**src/rtl/sim_mailbox_pkg.sv**
```systemverilog
// rtl/sim_mailbox_pkg.sv - register offsets, STATUS layout and shared types for the simulation mailbox
package sim_mailbox_pkg;

  localparam logic [1:0] OFF_CONSOLE = 2'd0;
  localparam logic [1:0] OFF_STATUS  = 2'd1;
  localparam logic [1:0] OFF_EXIT    = 2'd2;
  localparam logic [1:0] OFF_CLR     = 2'd3;

  localparam int STATUS_EMPTY_BIT = 0;
  localparam int STATUS_FULL_BIT  = 1;
  localparam int STATUS_COUNT_LSB = 8;

  localparam logic [31:0] COUNTER_MAX = 32'hFFFF_FFFF;

  // Captured address-phase attributes carried into the data phase.
  typedef struct packed {
    logic       valid;
    logic       write;
    logic       in_win;
    logic [1:0] off;
  } dphase_t;

  function automatic logic [31:0] status_word(input logic [7:0] count,
                                              input logic       full,
                                              input logic       empty);
    logic [31:0] w;
    w = '0;
    w[STATUS_COUNT_LSB +: 8] = count;
    w[STATUS_FULL_BIT]       = full;
    w[STATUS_EMPTY_BIT]      = empty;
    return w;
  endfunction

endpackage

```
**src/rtl/sim_char_fifo.sv**
```systemverilog
// rtl/sim_char_fifo.sv - byte FIFO feeding the console sink; full/empty/count come from a registered count
module sim_char_fifo #(
  parameter int DEPTH = 8
) (
  input  logic                       clk_i,
  input  logic                       rst_ni,
  input  logic                       push_i,
  input  logic [7:0]                 data_i,
  input  logic                       pop_i,
  output logic [7:0]                 data_o,
  output logic                       full_o,
  output logic                       empty_o,
  output logic [$clog2(DEPTH):0]     count_o
);

  localparam int AW = $clog2(DEPTH);
  localparam int CW = AW + 1;

  logic [7:0]    mem_q [DEPTH];
  logic [AW-1:0] rd_q, wr_q;
  logic [CW-1:0] cnt_q;
  logic          do_push, do_pop;

  assign full_o  = (cnt_q == CW'(DEPTH));
  assign empty_o = (cnt_q == '0);
  assign count_o = cnt_q;
  assign data_o  = empty_o ? 8'h00 : mem_q[rd_q];

  assign do_push = push_i & ~full_o;
  assign do_pop  = pop_i & ~empty_o;

  always_ff @(posedge clk_i) begin
    if (do_push) mem_q[wr_q] <= data_i;
  end

  // Pointers wrap naturally because DEPTH is a power of two.
  always_ff @(posedge clk_i) begin
    if (!rst_ni) begin
      rd_q  <= '0;
      wr_q  <= '0;
      cnt_q <= '0;
    end else begin
      if (do_push) wr_q <= wr_q + AW'(1);
      if (do_pop)  rd_q <= rd_q + AW'(1);
      case ({do_push, do_pop})
        2'b10:   cnt_q <= cnt_q + CW'(1);
        2'b01:   cnt_q <= cnt_q - CW'(1);
        default: cnt_q <= cnt_q;
      endcase
    end
  end

endmodule

```
**src/rtl/sim_mailbox_ctrl.sv**
```systemverilog
// rtl/sim_mailbox_ctrl.sv - AHB-Lite slave for the simulation mailbox: cycle counter, console FIFO, test exit
module sim_mailbox_ctrl
  import sim_mailbox_pkg::*;
#(
  parameter logic [31:0] BASE_ADDR  = 32'h2001FFF0,
  parameter int          FIFO_DEPTH = 8
) (
  input  logic        sysclk,
  input  logic        sysrst_b,
  input  logic        hsel,
  input  logic [31:0] haddr,
  input  logic [1:0]  htrans,
  input  logic        hwrite,
  input  logic [2:0]  hsize,
  input  logic [31:0] hwdata,
  input  logic        hready,
  output logic        hreadyout,
  output logic [31:0] hrdata,
  output logic        hresp,
  output logic        char_vld,
  output logic [7:0]  char_data,
  input  logic        char_rdy,
  output logic        sim_done,
  output logic [7:0]  sim_code
);

  localparam int CW = $clog2(FIFO_DEPTH) + 1;

  dphase_t       dp_q, dp_d;
  logic [31:0]   counter_q, counter_d;
  logic          done_q, done_d;
  logic [7:0]    code_q, code_d;
  logic          fifo_full, fifo_empty;
  logic [CW-1:0] fifo_count;
  logic [7:0]    fifo_head;
  logic          console_stall, wr_done, push, pop;
  logic          unused_ok;

  assign unused_ok = ^{hsize, htrans[0], haddr[1:0], hwdata[31:8]};

  assign console_stall = dp_q.valid & dp_q.write & dp_q.in_win &
                         (dp_q.off == OFF_CONSOLE) & fifo_full;
  assign hreadyout = ~console_stall;
  assign hresp     = 1'b0;
  assign wr_done   = dp_q.valid & dp_q.write & dp_q.in_win & ~console_stall;
  assign push      = wr_done & (dp_q.off == OFF_CONSOLE);
  assign pop       = char_vld & char_rdy;
  assign char_vld  = ~fifo_empty;
  assign char_data = fifo_head;
  assign sim_done  = done_q;
  assign sim_code  = code_q;

  always_comb begin
    dp_d = dp_q;
    if (hready) begin
      dp_d.valid  = hsel & htrans[1];
      dp_d.write  = hwrite;
      dp_d.in_win = (haddr[31:4] == BASE_ADDR[31:4]);
      dp_d.off    = haddr[3:2];
    end
  end

  // Clear beats increment; the counter sticks at all-ones rather than wrapping.
  always_comb begin
    if (wr_done && dp_q.off == OFF_CLR)  counter_d = '0;
    else if (counter_q == COUNTER_MAX)   counter_d = counter_q;
    else                                 counter_d = counter_q + 32'd1;
  end

  always_comb begin
    done_d = done_q;
    code_d = code_q;
    if (wr_done && dp_q.off == OFF_EXIT && !done_q) begin
      done_d = 1'b1;
      code_d = hwdata[7:0];
    end
  end

  always_comb begin
    hrdata = '0;
    if (dp_q.valid && !dp_q.write && dp_q.in_win) begin
      case (dp_q.off)
        OFF_CONSOLE: hrdata = counter_q;
        OFF_STATUS:  hrdata = status_word(8'(fifo_count), fifo_full, fifo_empty);
        default:     hrdata = '0;
      endcase
    end
  end

  always_ff @(posedge sysclk) begin
    if (!sysrst_b) begin
      dp_q      <= '0;
      counter_q <= '0;
      done_q    <= 1'b0;
      code_q    <= 8'h00;
    end else begin
      dp_q      <= dp_d;
      counter_q <= counter_d;
      done_q    <= done_d;
      code_q    <= code_d;
    end
  end

  sim_char_fifo #(.DEPTH(FIFO_DEPTH)) u_fifo (
    .clk_i   (sysclk),
    .rst_ni  (sysrst_b),
    .push_i  (push),
    .data_i  (hwdata[7:0]),
    .pop_i   (pop),
    .data_o  (fifo_head),
    .full_o  (fifo_full),
    .empty_o (fifo_empty),
    .count_o (fifo_count)
  );

endmodule

```
**config.mk**
```make
export PLATFORM = sky130hd
export DESIGN_NAME = sim_mailbox_ctrl
export DESIGN_NICKNAME = d
export VERILOG_FILES = /design/src/rtl/sim_mailbox_pkg.sv /design/src/rtl/sim_char_fifo.sv /design/src/rtl/sim_mailbox_ctrl.sv
export SDC_FILE = /design/constraint.sdc
export NUM_CORES = 1
export LEC_CHECK = 0
export CAP_MARGIN = 20
export CORE_AREA = 5 5 118 120
export CTS_CLUSTER_DIAMETER = 200
export DETAILED_ROUTE_END_ITERATION = 10
export DIE_AREA = 0 0 123 125
export PLACE_DENSITY = 0.76
export RECOVER_POWER = 25
export SETUP_SLACK_MARGIN = 0.4
export SYNTH_ARGS = -nofsm -noshare
export SYNTH_HDL_FRONTEND = slang
export SYNTH_SLANG_ARGS = --single-unit
```
**constraint.sdc**
```tcl
create_clock -name sysclk -period 6.15 [get_ports sysclk]
set_input_delay 0.9225 -clock sysclk [delete_from_list [all_inputs] [get_ports sysclk]]
set_output_delay 0.9225 -clock sysclk [all_outputs]
set_load 0.01 [all_outputs]
```
==> run_results.csv, run 1 <==
group,metric,value,unit
clocking,cts_buffers,17,
route,viasPerCell,5.362,
synth,ys.flop_type,"edfxtp_1",
clocking,cts_resized,0,
synth,syn_nets,562,
route,top_layer_used,"met4",
clocking,cts_root_buf,"clkbuf_16",
clocking,clk_latency,410,ps
synth,synth.area.top_cells,"edfxtp_1, dfxtp_1, mux4_2",
critical_path,endpoint_kind,"output pin",
final_layout,drive_gt1_share,10.90,%
synth,netlist_top_cells_count,"edfxtp_1, dfxtp_1, nor2_1, and2_1, mux2i_1",
global_routing,antenna_found_initial,0,
pwr,irDropWorstVdd,0.1582,mV
worst_hold_path,hold_path.class,"reg2reg",
floorplanning,dieArea,0.01538,mm²
final_layout,final_cell_area,0.007320,mm²
route,m1WireLength,5543,µm
floorplanning,num_rows,42,
critical_path,start_kind,"register",
floorplanning,die_h,125,µm
floorplanning,core-area,0.01287,mm²
timing,hold_viol,0,
synth,synth_seq_area_share,55.04,%
pwr,p_leak,2.412,nW
synth,synth_top_area_share,34.09,%
critical_path,critPathMaxFanout,9,
route,ant_nets,0,
worst_hold_path,worstHoldStart,"sim_done$_SDFFE_PN0P_",
place,place.gp.congestion,0.8130,
final_layout,post-route-util,56.85,%
place,io_buffers,95,
place,dpl-instance-area,0.006719,mm²
timing,drv_slew,0,
timing,tightest_slew,989.7,ps
synth,synth.most_common_cell,"edfxtp_1",
clocking,cts_tree,"built",
route,wl_per_cell,17.34,µm
timing,fin_setup_tns,0,ps
critical_path,critical_path_class,"reg2out",
flow_run,drv_cap,0,
synth,yosys.area.top_type,"edfxtp_1",
floorplanning,die-width,123,µm
synth,ys_ff_latch,123,
final_layout,antenna_cells,0,
timing,final-setup-viol-count,0,
clocking,cts_setup_buffers,0,
place,detailed_place_hpwl,9058,µm
route,wl_met2,6801,µm
final_layout,fin_nets,655,
route,drt_iter0_drc,319,
global_routing,grtUsageTotal,17.73,%
critical_path,critPathArrivalTime,2490,ps
pwr,power_density,255.5,mW/mm²
critical_path,crit_required,5230,ps
clocking,clockBufferDepth,2,
floorplanning,start_util,43.79,%
global_routing,grt_pass1_wl,21490,µm
global_routing,grt_pass1_vias,4291,
global_routing,grt_max_degree,28,
clocking,cts.sinks,123,
timing,relSlewSlack,33.78,%
route,post-route-drc-count,0,
critical_path,regToRegStartpoint,"u_fifo.count_o[1]$_SDFFE_PN0P_",
route,drt_wl_total,13230,µm
synth,syn_inst,481,
timing,finClkSkew,7.086,ps
synth,synthArstFlopShare,0,%
synth,netlist_area,0.005638,mm²
global_routing,grt_overflow_total,0,
synth,synth_edf_count,64,
floorplanning,pin_count,127,
route,vias,4091,
timing,min_period_over_period,55.53,%
timing,fmax,292.8,MHz
route,met3WireLength,732,µm
final_layout,area_growth,29.83,%
outcome,outcome,"completed",
critical_path,setup.worst_path.start,"u_fifo.count_o[0]$_SDFFE_PN0P_",
clocking,clkSlewWorstSetupHoldPaths,60,ps
synth,yosysUniqueCellTypes,51,
synth,yosys_warnings,0,
timing,rsz0062_at_grt,"no",
clocking,cts_hold_buf,0,
clocking,htreeDepth,4,
route,drt_pass1_iterations,4,
timing,min_period,3415,ps
synth,avgSynthCellArea,11.72,µm²
==> registers in the layout, indices dropped and copies added (netlist names), named ones only <==
name            cells
u_fifo.mem_q       64
u_fifo.rd_q         3
dp_q                5
counter_q          32
sim_done            1
sim_code            8
u_fifo.count_o      4
u_fifo.wr_q         3
==> critical path, stage by stage, from the launching register on <==
cell,delay (ps)
dfxtp_1,390
nor4_4,640
inv_2,130
nor2_1,120
a21oi_1,50
nor2_1,170
clkdlybuf4s50_1,580
==> where the power goes <==
part / leakage, nW / total, mW / switching (mW) / internal (mW)
sequential: 1.05 / 0.871 / 0.00576 / 0.865
clock: 0.262 / 0.945 / 0.385 / 0.560
combinational: 1.10 / 0.0537 / 0.0211 / 0.0326
total: 2.41 / 1.87 / 0.412 / 1.46
==> logic make-up after synthesis <==
group	synth area share, %
compound gates	6.214
xor+xnor	3.573
fa+ha+maj	1.332
buf+inv	2.863
flops	55.04
mux	11.54
other cells	0.06651
simple gates	19.37
==> layer usage <==
layer  vias to the layer above  GRT usage, %
met5                         -             0
met4                         0         6.384
met3                        14         4.110
met2                       129         30.59
met1                      1990         21.56
li1                       1958             -
==> area by class of cell <==
type,count,area [µm²]
flip-flops and latches,123,3103
clock inverters,15,140.1
well taps,176,220.2
fillers,1047,5555
multi-input cells,323,2377
clock buffers,17,425.4
repair buffers,101,1023
inverters,8,30.03
==> cell usage in the layout, fill, tap and decap left out, types with 10 or more instances in the layout <==
cell	n
xnor2_1	18
and2_1	31
nor2_1	46
mux4_2	16
nor2b_1	15
mux2i_1	29
clkbuf_16	17
a31oi_1	11
nand2_1	23
clkdlybuf4s50_1	87
nand4_1	10
dfxtp_1	59
nor3_1	11
a21oi_1	14
edfxtp_1	64
nand3_1	13
==> path summary, 6_finish.rpt <==
| check | endpoint | slack, ps | depth (start not counted) |
|---|---|---|---|
| hold reg to reg | sim_done$_SDFFE_PN0P_ | 470 | 2 |
| setup / recovery | hrdata[0] | 2740 | 6 |
| setup reg to reg | u_fifo.count_o[2]$_SDFFE_PN0P_ | 3140 | 10 |
| hold / removal | sim_done$_SDFFE_PN0P_ | 470 | 2 |
==> metrics by stage <==
step / hold WS [ps] / worst slack [ps] / std cells / total power, mW
6_report: 472.9 / 2735 / 763 / 1.870
5_1_grt: 512.2 / 2558 / 763 / 1.923
4_1_cts: 480.7 / 2189 / 761 / 1.880
3_5_place_dp: 471.7 / 2656 / 729 / 0.9431
3_3_place_gp: 458.2 / 2760 / 728 / 0.9399
2_1_floorplan: 460.0 / 3462 / 481 / 0.9028
Note: power is estimated with default switching activity, not from simulation.
==> run 2: changes to the inputs <==
--- a/config.mk
+++ b/config.mk
@@ -10,7 +10,7 @@
 export CTS_CLUSTER_DIAMETER = 200
 export DETAILED_ROUTE_END_ITERATION = 10
 export DIE_AREA = 0 0 123 125
-export PLACE_DENSITY = 0.76
+export PLACE_DENSITY = 0.79
 export RECOVER_POWER = 25
 export SETUP_SLACK_MARGIN = 0.4
 export SYNTH_ARGS = -nofsm -noshare
==> constraint.sdc (replaced) <==
create_clock -name sysclk -period 3 [get_ports sysclk]
set_input_delay 0.45 -clock sysclk [delete_from_list [all_inputs] [get_ports sysclk]]
set_output_delay 0.45 -clock sysclk [all_outputs]
set_load 0.01 [all_outputs]
==> run 2 against run 1 <==
Effect of this change: hold slack improved by 8.0 ps; global-route usage is 0.72 points higher; core utilization is 2.0 points higher; clock-buffer cell count rose by 2; worst setup slack worse by 2400 ps; clock power rose by 100%; via count grew 3.1%; design area up 3.5%; sequential cell count is the same; critical path type unchanged; critical endpoint is now char_data[0]; largest cell class unchanged; highest routed layer unchanged.
==> run_results.csv, run 2 (synthesis gave the netlist of run 1 again) <==
group,metric,value,unit
timing,min_period,2641,ps
place,dp.cells,746,
final_layout,largest_register_ffs,64,
clocking,clk_latency,410,ps
timing,fmax,378.6,MHz
timing,hold_viol,0,
global_routing,grt_pass1_wl,22140,µm
final_layout,fin_cells,784,
floorplanning,pin_count,127,
route,vias,4219,
global_routing,grt_max_degree,27,
timing,min_period_over_period,88.03,%
timing,drv_slew,0,
final_layout,fin_nets,676,
timing,whs,480.9,ps
critical_path,timing.rr.end,"u_fifo.count_o[2]$_SDFFE_PN0P_",
pwr,p_leak,2.997,nW
floorplanning,dieArea,0.01538,mm²
final_layout,antenna_cells,0,
worst_hold_path,holdPathStages,2,
global_routing,grtUsageMet2,31.97,%
final_layout,drive_gt1_share,15.46,%
global_routing,antenna_found_initial,0,
global_routing,grtUsageTotal,18.45,%
critical_path,critical_path_class,"reg2out",
global_routing,grt_overflow_total,0,
place,place.gp.congestion,0.8461,
global_routing,grt_pass1_vias,4319,
timing,setup_slack,359.0,ps
final_layout,layout_commonest_cell,"edfxtp_1",
timing,relSlewSlack,58.70,%
clocking,cts_buffers,17,
route,drt_iter0_drc,291,
critical_path,regToRegStartpoint,"u_fifo.count_o[3]$_SDFFE_PN0P_",
pwr,power_density,501.7,mW/mm²
route,wl_per_cell,17.67,µm
timing,rsz0062_at_grt,"yes",
floorplanning,num_rows,42,
pwr,irDropWorstVdd,0.3638,mV
final_layout,regMostFlops,"u_fifo.mem_q",
final_layout,final_cell_mix,"edfxtp_1, clkdlybuf4s50_1, dfxtp_1, nor2_1, and2_1",
critical_path,critPathMaxFanout,8,
clocking,clockBufferDepth,2,
place,io_buffers,95,
route,ant_nets,0,
route,drt_pass1_iterations,7,
critical_path,ff2ff_setup_slack,530,ps
floorplanning,start_util,43.79,%
final_layout,area_growth,34.42,%
route,post-route-drc-count,0,
timing,tightest_slew,619.6,ps
worst_hold_path,hold_path.class,"reg2reg",
final_layout,seq_area,0.003110,mm²
global_routing,met1_usage,22.30,%
route,viasPerCell,5.381,
clocking,htreeDepth,4,
timing,final-setup-viol-count,0,
critical_path,endpoint_kind,"output pin",
global_routing,grtUsageMet3,4.743,%
critical_path,critPathArrivalTime,2190,ps
critical_path,rr_worst_depth,11,
place,detailed_place_hpwl,9159,µm
timing,fin_setup_tns,0,ps
critical_path,crit_required,2550,ps
final_layout,post-route-util,58.86,%
clocking,cts_tree,"built",
clocking,cts_root_buf,"clkbuf_16",
floorplanning,core-area,0.01287,mm²
flow_run,drv_cap,0,
route,drt_wl_total,13860,µm
critical_path,start_kind,"register",
outcome,outcome,"completed",
clocking,cts.sinks,123,
final_layout,nFillCells,1034,
floorplanning,die-width,123,µm
timing,finClkSkew,5.361,ps
clocking,cts_hold_buf,0,
final_layout,multi_input_area,0.002404,mm²
clocking,clkSlewWorstSetupHoldPaths,60,ps
critical_path,cp-endpoint,"char_data[0]",
place,pre_cts_ws,353.7,ps
global_routing,gr-max-usage-layer,"met2",
floorplanning,die_h,125,µm
[run 2: cell count changes in the layout (fill, tap and decap cells not counted), moves of 2 or more]
cell and delta:
buf_12 +2, buf_4 +17, buf_6 +2, clkdlybuf4s50_1 -31, clkinv_2 +2, dfxtp_1 -4
dfxtp_2 +3, dlygate4sd2_1 +9, dlymetal6s2s_1 +22
[run 2: timing repair]
action,in CTS,in global routing
buffers inserted,2,1
endpoints found under the setup margin,33,26
resized for setup,22,26
pin swaps,0,1
endpoints found under the hold margin,0,0
cloned,2,1
[run 2: layout make-up]
class / instances / area share [%]
inverter: 8 / 0.3962
timing repair buffer: 122 / 16.53
multi-input combinational: 323 / 31.72
clock inverter: 13 / 1.568
clock buffer: 19 / 5.844
sequential: 123 / 41.04
tap: 176 / 2.906
[run 2: worst max-delay path, stage by stage (launching register included)]
cell             delay (ps)
dfxtp_4                 370
buf_12                  150
mux4_2                  510
mux2i_2                 180
nor2_1                   90
clkdlybuf4s50_1         490
[run 2: how the worst min path moves through the flow]
stage | start | to | slack (ps)
finish | sim_done$_SDFFE_PN0P_ | sim_done$_SDFFE_PN0P_ | 480
global route | sim_done$_SDFFE_PN0P_ | sim_done$_SDFFE_PN0P_ | 510
CTS | sim_done$_SDFFE_PN0P_ | sim_done$_SDFFE_PN0P_ | 490
detailed placement | sim_done$_SDFFE_PN0P_ | sim_done$_SDFFE_PN0P_ | 480
global placement | sim_done$_SDFFE_PN0P_ | sim_done$_SDFFE_PN0P_ | 460
floorplan | counter_q[11]$_SDFFE_PP0P_ | counter_q[11]$_SDFFE_PP0P_ | 460
[run 2: report_power, final]
part           switching [mW]  internal, mW  total [mW]
Sequential            0.00746          1.77        1.78
Combinational          0.0483        0.0677       0.116
Clock                   0.744          1.16        1.91
[run 2: through the flow]
stage	instance area, µm²	power, mW
after global routing	7579	3.910
after CTS	7502	3.836
after global placement	6845	1.930
final	7579	3.802
after detailed placement	6845	1.934
after floorplan	5645	1.851
[run 2: layer usage]
layer  wire, µm  vias to the layer above
met2       7261                      157
li1           -                     1999
met3        864                       26
met5          0                        -
met4        227                        0
met1       5502                     2037
==> run 3: changes to the inputs <==
--- a/config.mk
+++ b/config.mk
@@ -5,12 +5,13 @@
 export SDC_FILE = /design/constraint.sdc
 export NUM_CORES = 1
 export LEC_CHECK = 0
+export ABC_AREA = 1
 export CAP_MARGIN = 20
-export CORE_AREA = 5 5 118 120
+export CORE_AREA = 5 5 122 124
 export CTS_CLUSTER_DIAMETER = 200
 export DETAILED_ROUTE_END_ITERATION = 10
-export DIE_AREA = 0 0 123 125
-export PLACE_DENSITY = 0.79
+export DIE_AREA = 0 0 127 129
+export PLACE_DENSITY = 0.78
 export RECOVER_POWER = 25
 export SETUP_SLACK_MARGIN = 0.4
 export SYNTH_ARGS = -nofsm -noshare
==> run 3 against run 2 <==
Effect of this change: synthesized cell count is 57% higher; global-route usage is 0.29 points higher; non-clock buffer count is 12 lower; die area is 6.6% higher; first-iteration DRC count is 43% higher; clock-buffer cell count is 1 lower; core utilization is 1.3 points lower; highest routed layer unchanged.
==> run_results.csv, run 3 <==
group,metric,value,unit
clocking,clk_latency,410,ps
critical_path,endpoint_kind,"output pin",
global_routing,grt_pass1_wl,24500,µm
global_routing,grt_max_degree,33,
final_layout,seq_area,0.003107,mm²
timing,final-setup-viol-count,0,
floorplanning,start_util,44.20,%
timing,fin_setup_tns,0,ps
clocking,clockBufferDepth,2,
route,viasPerCell,5.042,
timing,finClkSkew,6.753,ps
synth,yosysUniqueCellTypes,33,
floorplanning,dieArea,0.01638,mm²
floorplanning,core-area,0.01367,mm²
floorplanning,die-width,127,µm
final_layout,layout_commonest_cell,"nor2_1",
critical_path,critPathArrivalTime,2030,ps
critical_path,start_kind,"register",
synth,ys_ff_latch,123,
synth,yosys.area.top_type,"edfxtp_1",
final_layout,regMostFlops,"u_fifo.mem_q",
place,dpl-instance-area,0.007194,mm²
floorplanning,die_h,129,µm
final_layout,drive_gt1_share,9.371,%
final_layout,multi_input_area,0.002526,mm²
clocking,clkSlewWorstSetupHoldPaths,60,ps
final_layout,nFillCells,1207,
pwr,irDropWorstVdd,0.3390,mV
final_layout,final_cell_mix,"nor2_1, nand2_1, clkdlybuf4s50_1, o21ai_0, inv_1",
synth,synth_top_area_share,31.82,%
synth,synth.area.top_cells,"edfxtp_1, dfxtp_1, nor2_1",
synth,yosys_warnings,0,
route,drt_wl_total,14890,µm
critical_path,critPathMaxFanout,22,
route,vias,5319,
pwr,pwr-share-seq,36.2,%
final_layout,fin_nets,943,
place,detailed_place_hpwl,10430,µm
place,pre_cts_ws,625.9,ps
critical_path,critical_path_class,"reg2out",
pwr,combPwrFrac,27.2,%
critical_path,ff2ff_setup_slack,620,ps
synth,netlist_area,0.006040,mm²
flow_run,drv_cap,0,
synth,netlist_top_cells_count,"nor2_1, nand2_1, o21ai_0, inv_1, edfxtp_1",
pwr,pwr-share-clk,36.5,%
timing,setup_slack,521.4,ps
synth,synth_seq_area_share,51.38,%
pwr,p_sw,1.685,mW
synth,avgSynthCellArea,7.978,µm²
route,wl_per_cell,14.11,µm
timing,min_period_over_period,82.62,%
route,ant_nets,0,
synth,synthArstFlopShare,0,%
synth,syn_nets,838,
worst_hold_path,hold_path.class,"reg2reg",
clocking,cts.sinks,123,
timing,fmax,403.4,MHz
clocking,cts_tree,"built",
place,io_buffers,95,
synth,syn_inst,757,
timing,hold_viol,0,
route,drt_pass1_iterations,5,
pwr,p_int,3.626,mW
pwr,p_sw_share,31.73,%
clocking,cts_buffers,17,
outcome,outcome,"completed",
synth,synth_edf_count,64,
final_layout,largest_register_ffs,64,
floorplanning,num_rows,43,
final_layout,area_growth,30.18,%
global_routing,grt_pass1_vias,5136,
route,drt_iter0_drc,417,
clocking,cts_root_buf,"clkbuf_16",
timing,drv_slew,0,
clocking,cts_hold_buf,0,
timing,rsz0062_at_grt,"yes",
pwr,power_density,675.4,mW/mm²
floorplanning,pin_count,127,
clocking,htreeDepth,4,
place,place.gp.congestion,0.9652,
synth,synth.most_common_cell,"nor2_1",
route,post-route-drc-count,0,
pwr,p_leak,3.000,nW
global_routing,grtUsageTotal,18.75,%
critical_path,crit_required,2550,ps
synth,ys.flop_type,"edfxtp_1",
global_routing,grt_overflow_total,0,
global_routing,antenna_found_initial,0,
final_layout,antenna_cells,0,
final_layout,final_cell_area,0.007863,mm²
timing,min_period,2479,ps
run 3: power by group through the flow:
stage,combinational [mW],sequential (mW),clock [mW]
floorplan,0.832,1.93,0
global placement,1.33,1.93,0
CTS,1.38,1.90,1.97
detailed placement,1.36,1.94,0
global route,1.64,1.93,2.07
finish,1.45,1.92,1.94
run 3: per-stage QoR:
stage / power (mW) / std cells / utilization, % / hold slack, ps
6_report: 5.311 / 1055 / 57.54 / 477.8
5_1_grt: 5.638 / 1055 / 57.54 / 511.8
4_1_cts: 5.258 / 1054 / 56.93 / 478.4
3_5_place_dp: 3.291 / 1022 / 52.65 / 469.6
3_3_place_gp: 3.262 / 1022 / 52.65 / 447.6
2_1_floorplan: 2.758 / 757 / - / 433.1
run 3: cell families (layout without fill, tap and decap cells):
kind of cell | Yosys count | count (layout) | synth area share, %
AND/OR/NAND/NOR | 399 | 399 | 29.29
flip-flops | 123 | 123 | 51.38
AO/OA/AOI/OAI | 118 | 118 | 10.09
buffers and inverters | 104 | 222 | 7.064
adder cells (fa/ha/maj) | 6 | 6 | 1.243
XOR/XNOR | 6 | 6 | 0.8701
other | 1 | 1 | 0.06209
run 3: layout make-up:
type | instances | share of cell area (%)
well taps | 180 | 2.864
repair buffers | 110 | 14.35
clock buffers | 18 | 5.458
flip-flops and latches | 123 | 39.51
inverters | 80 | 3.899
clock inverters | 14 | 1.782
multi-input cells | 530 | 32.13
run 3: path summary, 6_finish.rpt:
kind                                  start                        endpoint  cells past startpoint
min reg2reg            dp_q[3]$_SDFFE_PN0P_            dp_q[3]$_SDFFE_PN0P_                      2
max                                register                    char_data[0]                      7
min                    dp_q[3]$_SDFFE_PN0P_            dp_q[3]$_SDFFE_PN0P_                      2
max reg2reg  u_fifo.count_o[0]$_SDFFE_PN0P_  u_fifo.count_o[2]$_SDFFE_PN0P_                     13
run 3: timing repair:
action	in CTS	in global routing
gates resized for setup	5	21
gates cloned	0	1
pin swaps	0	0
buffers inserted	0	0
endpoints found under the setup margin	14	15
run 3: metal layers:
metal / part of all wire [%] / GRT usage (%) / vias to the layer above
li1: - / - / 2704
met1: 44 / 23.10 / 2407
met2: 47 / 31.07 / 182
met3: 6.4 / 5.687 / 26
met4: 2.0 / 7.256 / 0
met5: 0 / 0 / -
run 3: critical path, stage by stage (launching register included):
cell and delay [ps]:
dfxtp_4 370, inv_4 130, buf_12 170, nor2_1 50, o21ai_0 150, nor2_1 80
nor2_1 120, clkdlybuf4s50_1 540
